## src/rtl/hive_gpio_ctrl.sv

```systemverilog
// hive_gpio_ctrl: rbus-mapped GPIO controller with atomic set/clear outputs,
// synchronised (optionally debounced) inputs, sticky W1C edge flags and a level irq.
//
// Optional feature macro: GPIO_DEBOUNCE_EN
//   defined   -> prescaler + 3-sample debounce on the input path, DIV register present
//   undefined -> IN is the 2-flop synchroniser output, DIV reads 0 and ignores writes
//
// Ports:
//   clk_i           clock
//   rst_n_i         asynchronous reset, active low
//   rbus_addr_i     register address (window BASE_ADDR..BASE_ADDR+7)
//   rbus_wr_i       write strobe
//   rbus_rd_i       read strobe
//   rbus_wr_data_i  write data
//   rbus_rd_data_o  registered read data, 0 when no read was addressed last cycle
//   gpio_i          asynchronous pad inputs
//   gpio_o          pad outputs (OUT register)
//   irq_o           registered OR of FLAGS
module hive_gpio_ctrl #(
    parameter int ALU_W       = 32,
    parameter int RBUS_ADDR_W = 8,
    parameter int BASE_ADDR   = 'h10,
    parameter int DIV_W       = 16
) (
    input  logic                   clk_i,
    input  logic                   rst_n_i,
    input  logic [RBUS_ADDR_W-1:0] rbus_addr_i,
    input  logic                   rbus_wr_i,
    input  logic                   rbus_rd_i,
    input  logic [ALU_W-1:0]       rbus_wr_data_i,
    output logic [ALU_W-1:0]       rbus_rd_data_o,
    input  logic [ALU_W-1:0]       gpio_i,
    output logic [ALU_W-1:0]       gpio_o,
    output logic                   irq_o
);
    localparam logic [RBUS_ADDR_W-1:0] BASE = RBUS_ADDR_W'(BASE_ADDR);

    logic [RBUS_ADDR_W-1:0] off;
    logic                   hit;
    logic [2:0]             sel;
    logic                   we;
    logic                   re;

    assign off = rbus_addr_i - BASE;
    assign hit = (rbus_addr_i >= BASE) && (off < RBUS_ADDR_W'(8));
    assign sel = off[2:0];
    assign we  = rbus_wr_i && hit;
    assign re  = rbus_rd_i && hit;

    logic [ALU_W-1:0] out_q, out_d;
    logic [ALU_W-1:0] rise_en_q, rise_en_d;
    logic [ALU_W-1:0] fall_en_q, fall_en_d;
    logic [ALU_W-1:0] flags_q, flags_d;
    logic [ALU_W-1:0] rd_data_q, rd_data_d;
    logic [ALU_W-1:0] sync1_q, sync2_q;
    logic [ALU_W-1:0] in_prev_q;
    logic             irq_q, irq_d;
    logic [ALU_W-1:0] in_cur;
    logic [ALU_W-1:0] rise;
    logic [ALU_W-1:0] fall;
    logic [DIV_W-1:0] div_rd;

`ifdef GPIO_DEBOUNCE_EN
    logic [DIV_W-1:0] div_q, div_d;
    logic [DIV_W-1:0] cnt_q, cnt_d;
    logic [ALU_W-1:0] h0_q, h0_d, h1_q, h1_d, h2_q, h2_d;
    logic [ALU_W-1:0] deb_q, deb_d;
    logic             tick;

    always_comb begin
        tick  = cnt_q == '0;
        div_d = (we && sel == 3'd7) ? rbus_wr_data_i[DIV_W-1:0] : div_q;
        // a DIV write restarts the count from the new value
        cnt_d = (we && sel == 3'd7) ? rbus_wr_data_i[DIV_W-1:0] :
                tick ? div_q : cnt_q - DIV_W'(1);
        h0_d  = tick ? sync2_q : h0_q;
        h1_d  = tick ? h0_q : h1_q;
        h2_d  = tick ? h1_q : h2_q;
        // all-ones -> 1, all-zeros -> 0, disagreement -> hold
        deb_d = tick ? ((h0_d & h1_d & h2_d) | (deb_q & (h0_d | h1_d | h2_d))) : deb_q;
    end

    always_ff @(posedge clk_i or negedge rst_n_i) begin
        if (!rst_n_i) begin
            div_q <= '0;
            cnt_q <= '0;
            h0_q  <= '0;
            h1_q  <= '0;
            h2_q  <= '0;
            deb_q <= '0;
        end else begin
            div_q <= div_d;
            cnt_q <= cnt_d;
            h0_q  <= h0_d;
            h1_q  <= h1_d;
            h2_q  <= h2_d;
            deb_q <= deb_d;
        end
    end

    assign in_cur = deb_q;
    assign div_rd = div_q;
`else
    assign in_cur = sync2_q;
    assign div_rd = '0;
`endif

    always_comb begin
        out_d     = (we && sel == 3'd0) ? rbus_wr_data_i :
                    (we && sel == 3'd1) ? (out_q | rbus_wr_data_i) :
                    (we && sel == 3'd2) ? (out_q & ~rbus_wr_data_i) : out_q;
        rise_en_d = (we && sel == 3'd4) ? rbus_wr_data_i : rise_en_q;
        fall_en_d = (we && sel == 3'd5) ? rbus_wr_data_i : fall_en_q;
        rise      = in_cur & ~in_prev_q;
        fall      = ~in_cur & in_prev_q;
        // new captures are ORed after the clear so they win over a same-cycle W1C
        flags_d   = (flags_q & ~((we && sel == 3'd6) ? rbus_wr_data_i : '0)) |
                    (rise & rise_en_q) | (fall & fall_en_q);
        irq_d     = |flags_q;
        rd_data_d = !re ? '0 :
                    (sel == 3'd0) ? out_q :
                    (sel == 3'd3) ? in_cur :
                    (sel == 3'd4) ? rise_en_q :
                    (sel == 3'd5) ? fall_en_q :
                    (sel == 3'd6) ? flags_q :
                    (sel == 3'd7) ? ALU_W'(div_rd) : '0;
    end

    always_ff @(posedge clk_i or negedge rst_n_i) begin
        if (!rst_n_i) begin
            out_q     <= '0;
            rise_en_q <= '0;
            fall_en_q <= '0;
            flags_q   <= '0;
            rd_data_q <= '0;
            sync1_q   <= '0;
            sync2_q   <= '0;
            in_prev_q <= '0;
            irq_q     <= 1'b0;
        end else begin
            out_q     <= out_d;
            rise_en_q <= rise_en_d;
            fall_en_q <= fall_en_d;
            flags_q   <= flags_d;
            rd_data_q <= rd_data_d;
            sync1_q   <= gpio_i;
            sync2_q   <= sync1_q;
            in_prev_q <= in_cur;
            irq_q     <= irq_d;
        end
    end

    assign gpio_o         = out_q;
    assign rbus_rd_data_o = rd_data_q;
    assign irq_o          = irq_q;
endmodule
```

## config.mk

```make
export PLATFORM = sky130hd
export DESIGN_NAME = hive_gpio_ctrl
export DESIGN_NICKNAME = d
export VERILOG_FILES = /design/src/rtl/hive_gpio_ctrl.sv
export SDC_FILE = /design/constraint.sdc
export NUM_CORES = 1
export LEC_CHECK = 0
export CAP_MARGIN = 20
export CORE_MARGIN = 2
export CORE_UTILIZATION = 40
export CTS_CLUSTER_DIAMETER = 40
export CTS_CLUSTER_SIZE = 10
export DETAILED_ROUTE_END_ITERATION = 8
export PLACE_DENSITY_LB_ADDON = 0.2
export SLEW_MARGIN = 30
export SYNTH_ARGS = -nofsm -noshare
export SYNTH_HDL_FRONTEND = slang
export SYNTH_SLANG_ARGS = --single-unit
```

## constraint.sdc

```tcl
create_clock -name clk_i -period 2 [get_ports clk_i]
set_input_delay 0.2 -clock clk_i [delete_from_list [all_inputs] [get_ports clk_i]]
set_output_delay 0.2 -clock clk_i [all_outputs]
set_load 0.1 [all_outputs]
```

==> results.tsv, run 1 <==
stage	metric	value	unit
outcome	outcome	finished, final reports clean	
routing	vias per cell	5.57	
yosys	Synth area leaders	dfrtp_1 (62%), mux2_2 (7.9%), a221o_1 (3.1%), nand2_1 (2.9%), a21o_1 (2.3%)	
yosys	syn avg cell area	13.0	um^2
critical_path	worst-path cell chain	nor4_1 -> buf_4 -> nand4_1 -> or2_2	
critical_path	CP Buf/Inv Count	1	
yosys	Async SR Flop Fraction	100	%
clocking	CTS tree	done	
routing	highest routed layer	met4	
final_layout	commonest cells after routing, fill and taps aside	dfrtp_1 (257), buf_4 (90), nand2_1 (79)	
clocking	clk_lat worst skew	0.50	ns
sta	Fin Setup TNS	0	ns
grt	number of global-route vias before repair	7515	
final_layout	ant diodes	0	
placement	area post-placement	0.0123	mm^2
yosys	Main synth FF type	dfrtp_1	
routing	drt wl/cell	20.3	um
floorplanning	Core Area	0.0258	mm^2
yosys	Yosys top cell by area	dfrtp_1	
critical_path	Top delay family on crit path	simple AND/OR/NAND/NOR gates	
floorplanning	Die Span Y	165	um
grt	total congestion overflow	0	
routing	WL met1	12600	um
final_layout	layout cells sized above 1	25.2	%
final_layout	non-filler cells, final	1319	
yosys	flops & latches, synth	257	
yosys	synth warn	0	
grt	first-pass GRT wire length	42800	um
sta	min setup slack post-route	0.421	ns
critical_path	WP data required	2.38	ns
routing	total iterations of the first detailed-routing run	5	
placement	HPWL Detailed	16800	um
pwr	VDD IR max	0.692	mV
routing	final wirelength	26700	um
grt	largest net degree at the start of global routing	64	
critical_path	worst-path cell with the longest stage delay	dfrtp_1	
final_layout	commonest non-fill, non-tap cell in the layout	dfrtp_1	
yosys	Mapped Cells	803	
final_layout	Layout Utilization	52.5	%
sta	fin crit period	1.58	ns
clocking	post_cts resized	0	
placement	# port buffers	140	
critical_path	CP startpoint kind	register	
sta	Slew HR	60.7	%
yosys	syn nets	879	
sta	final hold vios	0	
grt	antenna violations before repair	0	
clocking	clk buf depth	3	
final_layout	fin nets	1039	
sta	final setup fails	0	
critical_path	Crit Path Max Fanout	3	
clocking	Clock Root Buffer	clkbuf_16	
sta	final hold slack	0.131	ns
sta	clock skew	0.0111	ns
routing	routed wl met3	1280	um
critical_path	worst path arrival time	1.96	ns
clocking	H-tree depth	2	
final_layout	Sequential Area	0.00643	mm^2
placement	DP Worst Slack	0.0542	ns
sta	slew of the pin with the lowest slew margin	0.583	ns
routing	DRC viols	0	
yosys	sequential area share after synthesis	61.8	%
sta	Final Max Slew Viols	0	
pwr	pwr dens	1020	mW/mm^2
sta	Tcrit/Tclk final	79.0	%
yosys	Syn Std Cell Area	0.0104	mm^2
clocking	Worst-path clk slew	0.05	ns
placement	Cells after DPL	1257	
pwr	Pleak	5.82	nW
clocking	Num CTS Buffers	38	
yosys	Unique masters post-synth	36	
routing	total vias in the final route	7348	
clocking	Setup Fix Bufs, Post-CTS	0	
floorplanning	# rows	59	
final_layout	area delta synth->final	30.1	%
hold_path	hold crit path type	in -> reg	
pwr	Tot Pwr	13.7	mW
job	max_cap viols	0	
final_layout	fill cell count	2233	
yosys	post-synth top area share	61.8	%
floorplanning	# IOs	141	
routing	WL met2	12500	um
floorplanning	Die ar.	0.0273	mm^2
grt	Tot GR Track Use	20.3	%
routing	drt first-iter violations	483	
yosys	Post-synth EDFFs	0	
floorplanning	Die X	165	um
sta	RSZ-0062 raised after global routing	no	
floorplanning	Starting Density	40.4	%
critical_path	Crit. End Element	register	
sta	Peak Freq	633	MHz
placement	routability congestion estimate	0.787	
final_layout	Multi-input gate area	0.00373	mm^2
clocking	clock sinks	257	
final_layout	Finished Cell Area	0.0135	mm^2
routing	Post-DRT Antenna Nets	0	
critical_path	CP peak stage delay	0.45	ns
critical_path	critical path class	reg -> reg	
-- cell families after synthesis --
family | after synthesis | synth area share [%]
flip-flops | 257 | 61.8
AND/OR/NAND/NOR | 229 | 12.7
AO/OA/AOI/OAI | 162 | 12.8
multiplexers | 96 | 10.2
buffers and inverters | 59 | 2.48
-- repair_timing --
item,in CTS,in global routing
endpoints found under the hold margin,46,0
hold buffers,1,0
setup endpoints to repair,0,0
-- worst paths after layout --
path / from / end / slack, ns / cells after the start
worst max-delay path: flags_q[6]$_DFF_PN0_ / irq_o$_DFF_PN0_ / 0.42 / 4
worst min-delay path: gpio_i[29] / sync1_q[29]$_DFF_PN0_ / 0.13 / 1
worst max register to register: flags_q[6]$_DFF_PN0_ / irq_o$_DFF_PN0_ / 0.42 / 4
worst min register to register: sync1_q[1]$_DFF_PN0_ / in_cur[1]$_DFF_PN0_ / 0.34 / 0
max in group asynchronous: rst_n_i / flags_q[15]$_DFF_PN0_ / 1.09 / 3
min in group asynchronous: rst_n_i / sync1_q[31]$_DFF_PN0_ / 0.21 / 2
-- layout make-up --
class | count | area share, %
clock buffers | 46 | 7.70
repair buffers | 179 | 12.5
multi-input cells | 487 | 27.6
well taps | 335 | 3.10
clock inverters | 15 | 1.65
flip-flops and latches | 257 | 47.5
-- Yosys cell counts (17+ instances only) --
cell / count
dfrtp_1: 257
nand2_1: 79
mux2_2: 73
nand4_1: 34
a21o_1: 32
a221o_1: 32
nor3b_1: 32
o22ai_1: 30
buf_2: 29
clkbuf_1: 29
nor2_1: 29
nand4b_1: 27
a311oi_1: 17
mux2i_1: 17
-- metal layers --
layer	vias to the layer above	global-route usage (%)
li1	3376	-
met1	3742	28.9
met2	197	33.0
met3	33	3.10
met4	0	4.66
met5	-	0
-- power by group --
part | leakage [nW] | switching [mW] | internal [mW] | total [mW]
registers | 3.12 | 0.371 | 5.64 | 6.01
logic | 2.09 | 0.574 | 0.559 | 1.13
clock network | 0.613 | 2.27 | 4.33 | 6.59
total | 5.82 | 3.21 | 10.5 | 13.7
Note: power is estimated with default switching activity, not from simulation.
==> inputs of run 2 (changes only) <==
Clock period 2 ns to 1.3 ns, I/O delays scaled along.
==> run 2 against run 1 <==
The flow now finishes with violations (setup timing). Worst hold slack got worse by 0.085 ns. Utilization rose by 6.1 points. First-iteration DRC count rose by 18%. Largest cell class unchanged. Design area rose by 12%.
==> results.tsv, run 2 (synthesis gave the netlist of run 1 again) <==
stage	metric	value	unit	change
floorplanning	Starting Density	40.4	%	unchanged
placement	Cells after DPL	1310		+4.2%
clocking	Num CTS Buffers	39		+2.6%
clocking	CTS tree	done		
clocking	H-tree depth	2		unchanged
routing	Post-DRT Antenna Nets	0		unchanged
final_layout	commonest cells after routing, fill and taps aside	dfrtp_1 (225), buf_12 (85), nand2_1 (79)		
routing	total vias in the final route	7668		+4.4%
final_layout	non-filler cells, final	1387		+5.2%
critical_path	Reg-to-Reg Start	flags_q[23]$_DFF_PN0_		
routing	drt first-iter violations	571		+18%
critical_path	WP data required	1.70	ns	-0.68 ns
floorplanning	# IOs	141		unchanged
pwr	pwr dens	1480	mW/mm^2	+46%
placement	routability congestion estimate	0.801		+1.7%
final_layout	layout cells sized above 1	33.2	%	+8.0 points
outcome	failing checks	setup timing		
pwr	VDD IR max	0.968	mV	+40%
final_layout	fill cell count	2044		-8.5%
job	max_cap viols	0		unchanged
floorplanning	Die X	165	um	unchanged
final_layout	Layout Utilization	58.7	%	+6.1 points
critical_path	Top delay family on crit path	simple AND/OR/NAND/NOR gates		
sta	min setup slack post-route	-0.0885	ns	-0.509 ns
clocking	clk buf depth	3		unchanged
placement	DP Worst Slack	-0.540	ns	-0.594 ns
floorplanning	Die Span Y	165	um	unchanged
sta	final hold vios	0		unchanged
grt	first-pass GRT wire length	44200	um	+3.3%
sta	RSZ-0062 raised after global routing	yes		
routing	final wirelength	28300	um	+5.9%
clocking	Worst-path clk slew	0.05	ns	about the same
sta	clock skew	0.0174	ns	+0.00631 ns
critical_path	R2R depth	4		unchanged
routing	drt wl/cell	20.4	um	+0.71%
critical_path	CP Buf/Inv Count	1		unchanged
final_layout	Multi-input gate area	0.00377	mm^2	+1.1%
critical_path	crit path to	irq_o$_DFF_PN0_		
critical_path	worst reg2reg path endpoint	irq_o$_DFF_PN0_		
outcome	outcome	finished with violations		
sta	slew of the pin with the lowest slew margin	0.445	ns	-0.138 ns
final_layout	fin nets	1099		+5.8%
routing	total iterations of the first detailed-routing run	5		unchanged
critical_path	Crit Path Max Fanout	2		-1
sta	final hold slack	0.0457	ns	-0.0849 ns
floorplanning	Die ar.	0.0273	mm^2	unchanged
routing	vias per cell	5.53		-0.76%
placement	area post-placement	0.0136	mm^2	+11%
clocking	clock sinks	257		unchanged
final_layout	Sequential Area	0.00647	mm^2	+0.62%
sta	fin crit period	1.39	ns	-0.191 ns
floorplanning	# rows	59		unchanged
hold_path	hold crit path type	in -> reg		
critical_path	Crit. End Element	register		
critical_path	worst-path cell with the longest stage delay	dfrtp_1		
placement	HPWL Detailed	18000	um	+7.2%
sta	Tcrit/Tclk final	107	%	+28 points
routing	DRC viols	0		unchanged
grt	total congestion overflow	0		unchanged
critical_path	CP peak stage delay	0.43	ns	-0.02 ns
final_layout	Finished Cell Area	0.0151	mm^2	+12%
critical_path	CP startpoint kind	register		
critical_path	R2R Setup Slk	-0.09	ns	-0.51 ns
grt	Tot GR Track Use	21.3	%	+1.0 points
clocking	Clock Root Buffer	clkbuf_16		
sta	final setup fails	1		+1
final_layout	commonest non-fill, non-tap cell in the layout	dfrtp_1		
sta	Peak Freq	720	MHz	+14%
final_layout	ant diodes	0		unchanged
critical_path	CP Launch Point	flags_q[23]$_DFF_PN0_		
placement	# port buffers	140		unchanged
sta	Final Max Slew Viols	0		unchanged
critical_path	critical path class	reg -> reg		
floorplanning	Core Area	0.0258	mm^2	unchanged
critical_path	worst-path cell chain	nor4_2 -> buf_4 -> nand4_1 -> or2_4		
grt	number of global-route vias before repair	7920		+5.4%
critical_path	worst path arrival time	1.79	ns	-0.17 ns
clocking	clk_lat worst skew	0.52	ns	+0.02 ns
critical_path	CP Depth	4		unchanged
grt	antenna violations before repair	0		unchanged
pwr	Pleak	6.52	nW	+12%
final_layout	area delta synth->final	45.3	%	
sta	Slew HR	70.3	%	+9.6 points
grt	largest net degree at the start of global routing	65		+1.6%
[run 2: cell types whose count changed in the layout (fill, tap and decap cells not counted), sizes merged, moves of 3 or more]
cell           change
clkdlybuf4s50      -4
clkbuf             +8
dlygate4sd2        +3
buf               +57
[run 2: how the worst min path moves through the flow]
stage	slack, ns	start	to	cells after the start
floorplan	-0.17	rst_n_i	asynchronous set/reset pin	0
global placement	0.02	rst_n_i	in_prev_q[30]$_DFF_PN0_	1
detailed placement	0.02	rst_n_i	in_prev_q[30]$_DFF_PN0_	1
CTS	0.03	gpio_i[21]	sync1_q[21]$_DFF_PN0_	1
global route	0.03	gpio_i[21]	sync1_q[21]$_DFF_PN0_	1
finish	0.05	gpio_i[21]	sync1_q[21]$_DFF_PN0_	1
[run 2: metrics by stage]
step	power, mW	TNS (ns)
after floorplan	10.1	-2.26
after global placement	11.7	-68.10
after detailed placement	11.7	-70.61
after CTS	22.6	-0.113
after global routing	23.3	-0.142
final	22.4	-0.0885
[run 2: timing repair]
item                                    CTS  global route
pin swaps                                 3             2
endpoints found under the setup margin    7            25
endpoints found under the hold margin   257             0
gates cloned                              1             2
hold buffers                              1             0
resized for setup                         6             9
buffers inserted                          1             2
[run 2: cell type report]
| class | count | share of cell area (%) |
|---|---|---|
| flip-flops and latches | 257 | 42.8 |
| multi-input cells | 487 | 25.0 |
| repair buffers | 238 | 20.5 |
| clock buffers | 52 | 7.19 |
| well taps | 335 | 2.77 |
| clock inverters | 18 | 1.81 |
[run 2: layer usage]
metal  part of all wire [%]  vias to the layer above  wire [um]  GRT usage (%)
met3                    5.9                       49       1680           4.22
met5                      0                        -          0              0
met4                    2.3                        0        657           6.68
li1                       -                     3513          -              -
met2                     45                      225      12800           32.4
met1                     47                     3881      13200           30.9
[run 2: power breakdown]
| part | internal (mW) | leakage, nW | switching, mW |
|---|---|---|---|
| Sequential | 8.68 | 3.11 | 0.509 |
| Clock | 7.08 | 0.656 | 3.68 |
| Combinational | 1.39 | 2.75 | 1.10 |
| Total | 17.2 | 6.52 | 5.29 |
